File: config.mk
export PLATFORM = sky130hd
export DESIGN_NAME = multi_issue_control_unit
export DESIGN_NICKNAME = d
export VERILOG_FILES = /design/src/rtl/multi_issue_control_unit.sv
export SDC_FILE = /design/constraint.sdc
export NUM_CORES = 1
export LEC_CHECK = 0
export CAP_MARGIN = 20
export CORE_UTILIZATION = 60
export CTS_CLUSTER_DIAMETER = 100
export CTS_CLUSTER_SIZE = 30
export DETAILED_ROUTE_END_ITERATION = 16
export DONT_BUFFER_PORTS = 1
export HOLD_SLACK_MARGIN = 0.08
export PLACE_DENSITY = 0.76
export SYNTH_ARGS = -nofsm -noshare
export SYNTH_HDL_FRONTEND = slang
export SYNTH_SLANG_ARGS = --single-unit
File: constraint.sdc
create_clock -name clk -period 4.02 [get_ports clk]
set_clock_uncertainty 0.2 [all_clocks]
set_input_delay 0 -clock clk [delete_from_list [all_inputs] [get_ports clk]]
set_output_delay 0 -clock clk [all_outputs]
set_load 0.01 [all_outputs]
File: src/rtl/multi_issue_control_unit.sv
// Multi-issue decode stage: ISSUE_WIDTH opcodes per group -> one-hot control vectors, 2-entry elastic queue.
// Optional build macro DECODE_ILLEGAL_EN: flag opcode 0 on a valid lane as illegal instead of decoding it as NOP.

module mic_lane_decode (
   input  logic        lane_valid,
   input  logic [3:0]  opcode,
   output logic        valid,
   output logic [15:0] ctrl,
   output logic        illegal,
   output logic        ubranch
);
   always_comb begin
      ctrl    = '0;
      illegal = 1'b0;
      valid   = lane_valid;
      case (opcode)
         4'h0: begin
`ifdef DECODE_ILLEGAL_EN
            illegal = lane_valid;
            valid   = 1'b0;
`else
            ctrl    = '0;
`endif
         end
         4'h1: ctrl = 16'h4001;   // add
         4'h2: ctrl = 16'h4002;   // sub
         4'h3: ctrl = 16'h4004;   // mul
         4'h4: ctrl = 16'h4008;   // ld
         4'h5: ctrl = 16'h0010;   // st
         4'h6: ctrl = 16'h0020;   // cmp
         4'h7: ctrl = 16'h4040;   // mov
         4'h8: ctrl = 16'h4080;   // or
         4'h9: ctrl = 16'h4100;   // and
         4'hA: ctrl = 16'h4200;   // not
         4'hB: ctrl = 16'h4400;   // lsl
         4'hC: ctrl = 16'h8000;   // ubranch
         4'hD: ctrl = 16'h4800;   // lsr
         4'hE: ctrl = 16'h1000;   // beq
         4'hF: ctrl = 16'h2000;   // bgt
      endcase
      if (!lane_valid) ctrl = '0;
   end

   assign ubranch = lane_valid && (opcode == 4'hC);
endmodule

module multi_issue_control_unit #(
   parameter int ISSUE_WIDTH = 2,
   parameter int CNT_W       = 32
) (
   input  logic                      clk,
   input  logic                      reset,
   input  logic                      in_valid,
   output logic                      in_ready,
   input  logic [ISSUE_WIDTH-1:0]    in_lane_valid,
   input  logic [4*ISSUE_WIDTH-1:0]  in_opcode,
   input  logic                      flush,
   output logic                      out_valid,
   input  logic                      out_ready,
   output logic [ISSUE_WIDTH-1:0]    out_lane_valid,
   output logic [16*ISSUE_WIDTH-1:0] out_ctrl,
   output logic [ISSUE_WIDTH-1:0]    out_illegal,
   output logic [CNT_W-1:0]          issued_count
);
   typedef struct packed {
      logic [ISSUE_WIDTH-1:0]       lv;
      logic [ISSUE_WIDTH-1:0][15:0] ctrl;
      logic [ISSUE_WIDTH-1:0]       ill;
   } grp_t;

   typedef enum logic [1:0] {EMPTY, ONE, FULL} state_t;

   logic [ISSUE_WIDTH-1:0]       dec_valid, dec_ill, dec_br;
   logic [ISSUE_WIDTH-1:0][15:0] dec_ctrl;
   logic [ISSUE_WIDTH-1:0]       sq_lv, sq_ill;
   logic [ISSUE_WIDTH-1:0][15:0] sq_ctrl;
   grp_t                         dec_grp, head, tail;
   state_t                       state, state_nxt;
   logic                         in_fire, out_fire;
   logic                         ld_head, ld_tail, adv;

   for (genvar i = 0; i < ISSUE_WIDTH; i++) begin : g_lane
      mic_lane_decode u_dec (
         .lane_valid (in_lane_valid[i]),
         .opcode     (in_opcode[4*i +: 4]),
         .valid      (dec_valid[i]),
         .ctrl       (dec_ctrl[i]),
         .illegal    (dec_ill[i]),
         .ubranch    (dec_br[i])
      );
   end

   // Everything younger than the oldest unconditional branch is discarded.
   always_comb begin
      logic seen;
      seen = 1'b0;
      for (int i = 0; i < ISSUE_WIDTH; i++) begin
         sq_lv[i]   = dec_valid[i] & ~seen;
         sq_ill[i]  = dec_ill[i] & ~seen;
         sq_ctrl[i] = seen ? 16'h0 : dec_ctrl[i];
         seen       = seen | dec_br[i];
      end
   end

   assign dec_grp = '{lv: sq_lv, ctrl: sq_ctrl, ill: sq_ill};

   assign out_valid = (state != EMPTY);
   assign in_fire   = in_valid & in_ready;
   assign out_fire  = out_valid & out_ready;

   always_ff @(posedge clk) begin
      if (reset) begin
         state    <= EMPTY;
         in_ready <= 1'b1;
      end else begin
         state    <= state_nxt;
         in_ready <= (state_nxt != FULL);
      end
   end

   always_comb begin
      state_nxt = state;
      if (flush) state_nxt = EMPTY;
      else begin
         case (state)
            EMPTY: if (in_fire) state_nxt = ONE;
            ONE: begin
               if (in_fire && !out_fire)      state_nxt = FULL;
               else if (out_fire && !in_fire) state_nxt = EMPTY;
            end
            FULL:    if (out_fire) state_nxt = ONE;
            default: state_nxt = EMPTY;
         endcase
      end
   end

   always_comb begin
      ld_head = 1'b0;
      ld_tail = 1'b0;
      adv     = 1'b0;
      if (!flush) begin
         case (state)
            EMPTY: ld_head = in_fire;
            ONE: begin
               ld_head = in_fire & out_fire;
               ld_tail = in_fire & ~out_fire;
            end
            FULL:    adv = out_fire;
            default: ;
         endcase
      end
   end

   always_ff @(posedge clk) begin
      if (reset) begin
         head <= '0;
         tail <= '0;
      end else begin
         if (ld_head)  head <= dec_grp;
         else if (adv) head <= tail;
         if (ld_tail)  tail <= dec_grp;
      end
   end

   function automatic logic [CNT_W-1:0] popcnt(input logic [ISSUE_WIDTH-1:0] v);
      popcnt = '0;
      for (int i = 0; i < ISSUE_WIDTH; i++) popcnt = popcnt + CNT_W'(v[i]);
   endfunction

   always_ff @(posedge clk) begin
      if (reset)                  issued_count <= '0;
      else if (out_fire && !flush) issued_count <= issued_count + popcnt(head.lv);
   end

   assign out_lane_valid = head.lv;
   assign out_ctrl       = head.ctrl;
   assign out_illegal    = head.ill;
endmodule

==> metrics.txt <==
status=finished clean; RSZ-0062 raised after global routing=no; nets@finish=600; CP max stage delay=0.75 ns; design area=0.005270 mm²; number of synthesized flops with an enable pin=0; Final min period=2.906 ns; #FFs+latches synth=103; crit path cell chain=dlygate4sd3_1 > inv_1 > ha_1 > and4_1 > nor3_2 > dlygate4sd3_1 > nand3_1 > dlygate4sd3_1 > a21oi_1; Vias/cell=6.290; detailed placement HPWL=7281 µm; Yosys cell types=55; synthesized area=0.004822 mm²; Area after DPL=0.004776 mm²; proportion of layout cells with a drive suffix above 1=0.07106; sequential share of the synthesized area=0.4276; FF/Latch Area=0.002062 mm²; TritonCTS clock tree=done; Max Fclk=344.1 MHz; R2R depth=7; Mean Syn Cell Area=8.445 µm²; Detail Route met3 WL=858 µm; worst setup margin=1.114 ns; Worst Hold End=tail[35]$_SDFFE_PP0P_; CP max-delay cell=dlygate4sd3_1; Routed WL=11730 µm; worst hold slack=0.1036 ns; top_reg_cell synth=dfxtp_1; CP max FO=8; Lkg Pwr=1.861 nW; CP Data Arrival Time=3.01 ns; wire length on met1=4891 µm; Crit. End Element=register; root buffer cell=clkbuf_8; largest net degree at the start of global routing=105; max layer used=met4; Setup CP Type=input pin to register; die area=0.008400 mm²; R2R Path End=tail[11]$_SDFFE_PP0P_; DP Worst Slack=1.287 ns; cell family with most CP delay=buffers and inverters; TritonRoute pass-1 iters=5; fin. max-slew vios=0; most common cell after layout, fill and taps aside=dfxtp_1; Hold Path Stages=5; worst-margin pin slew=1.037 ns; Worst-path clk slew=0.09 ns; Max Cap Viol=0; Buf/Inv on CP=4; crit-path most repeated cell=dlygate4sd3_1; drt initial violations=294; initial antenna violation count=0; worst min-delay path class=input pin to register; Cells after Synth=571; Critical Path Source Type=input pin; Fillers=638; Area Overhead vs Synth=9.289%; row count=32; vias in the first global route=4092; insertion delay of the later-clocked pin in the worst-skew pair=0.37 ns; final hold vios=0; reg-to-reg setup timing slack=1.15 ns; via count=4271; hold_sp=out_ready; gpl congestion=0.7830; core footprint=0.007767 mm²; Die X-Extent=91.65 µm; wire length of the first global-routing pass=19450 µm; height of the chip=91.65 µm; crit share post-route=0.7230; asr flop ratio synth=0; slew margin rel.=0.3084; TritonCTS Buffers=9; setup TNS=0 ns; initial core utilization=0.6208; # IOs=85; most frequent cells in the layout=dfxtp_1, nand2_1, a21oi_1; Routed wire per std cell=17.28 µm; clock sinks=103; critical path required time=4.12 ns; Routed Antenna Nets=0; Routed met2 length=5692 µm; IO buf count=0; total global routing track utilization=0.2854; final setup fails=0; area of the multi-input gates=0.002522 mm²; Ant. Diodes=0; yosys warns=0; Crit Reg-Reg Startpoint=in_ready$_SDFF_PP1_; placed insts=635; GR Overflow Total=0; Cell Pwr Density=342.3 mW/mm²; final std cells w/o fill=679; Max clock buf depth=2; DRC=0; H-tree level count=3; Worst VDD drop=0.0002556 V; # Post-CTS Setup Buffers=0
-- state kept, by name, indices dropped and copies added, names as in the netlist --
name / count
tail: 34
state: 2
in_ready: 1
out_lane_valid: 2
issued_count: 32
out_ctrl: 32
-- area by class of cell --
class                      instances  area share
multi-input combinational        416      0.4786
inverter                          11    0.007835
timing repair buffer              32     0.06268
tap                              102     0.02422
clock inverter                     6     0.01187
sequential                       103      0.3913
clock buffer                       9     0.02350
-- worst max path at each step --
stage,slack [ns],to,depth (start not counted),startpoint
6_report,1.11,tail[24]$_SDFFE_PP0P_,9,in_opcode[0]
5_1_grt,1.01,tail[24]$_SDFFE_PP0P_,9,in_opcode[0]
4_1_cts,1.15,tail[24]$_SDFFE_PP0P_,9,in_opcode[0]
3_5_place_dp,1.29,issued_count[23]$_SDFFE_PP0P_,6,out_lane_valid[0]$_SDFFE_PP0P_
3_3_place_gp,1.34,issued_count[31]$_SDFFE_PP0P_,6,out_lane_valid[0]$_SDFFE_PP0P_
2_1_floorplan,1.40,issued_count[23]$_SDFFE_PP0P_,7,out_lane_valid[0]$_SDFFE_PP0P_
-- worst reg2reg max path, stage by stage, from the launching register on --
cell,delay (ns)
dfxtp_1,0.44
and4bb_2,0.30
nor2b_2,0.14
buf_4,0.34
nand3_1,0.12
dlygate4sd3_1,0.58
a21oi_1,0.16
dlygate4sd3_1,0.56
-- synth_stat cells (3+ instances only) --
library cell	count	area, µm²
nand3_1	53	265.3
nand2_1	89	334.1
a221o_1	15	150.1
clkbuf_1	28	105.1
nor4_1	12	75.07
xor2_1	4	35.03
or4_1	8	60.06
or3_1	7	43.79
buf_6	4	45.04
and4_1	4	35.03
buf_4	3	22.52
a21oi_1	58	290.3
nand4_1	8	50.05
a31oi_1	7	43.79
xnor2_1	3	26.28
o31ai_1	7	52.55
dfxtp_1	103	2062
ha_1	11	137.6
a311oi_1	11	96.34
nor2_1	24	90.09
nor2b_1	18	112.6
inv_1	10	37.54
and2_1	4	25.02
o21ai_0	8	40.04
mux2_2	7	78.83
buf_1	4	15.01
nand2b_1	3	18.77
and3_1	20	125.1
a211oi_1	3	22.52
mux2_1	3	33.78
-- through the flow --
stage / utilization / total power [mW]
2_1_floorplan: - / 1.148
3_3_place_gp: 0.6149 / 1.146
3_5_place_dp: 0.6149 / 1.147
4_1_cts: 0.6785 / 1.810
5_1_grt: 0.6785 / 1.867
6_report: 0.6785 / 1.804
-- cells by family after synthesis --
group,count (synthesis),share of synthesized area
adder cells (fa/ha/maj),12,0.03269
multiplexers,12,0.02750
XOR/XNOR,7,0.01271
AND/OR/NAND/NOR,271,0.2979
buffers and inverters,53,0.05059
other,1,0.0007777
flip-flops,103,0.4276
AO/OA/AOI/OAI,112,0.1502
-- timing repair --
item	CTS	global route
endpoints found under the setup margin	0	0
hold buffers	29	0
gates resized for setup	0	0
hold endpoints to repair	103	0
-- where the power goes --
part	total (mW)	switching [mW]	internal, mW	leakage (nW)
Combinational	0.125	0.0810	0.0440	0.942
Sequential	1.04	0.0122	1.03	0.832
Clock	0.636	0.354	0.282	0.0871
-- routing by layer --
metal	vias to the layer above	global-route usage
li1	2056	-
met2	144	0.4731
met5	-	0
met4	0	0.1243
met3	22	0.06882
met1	2049	0.3521
No activity file was read; power rests on OpenSTA's default activity.
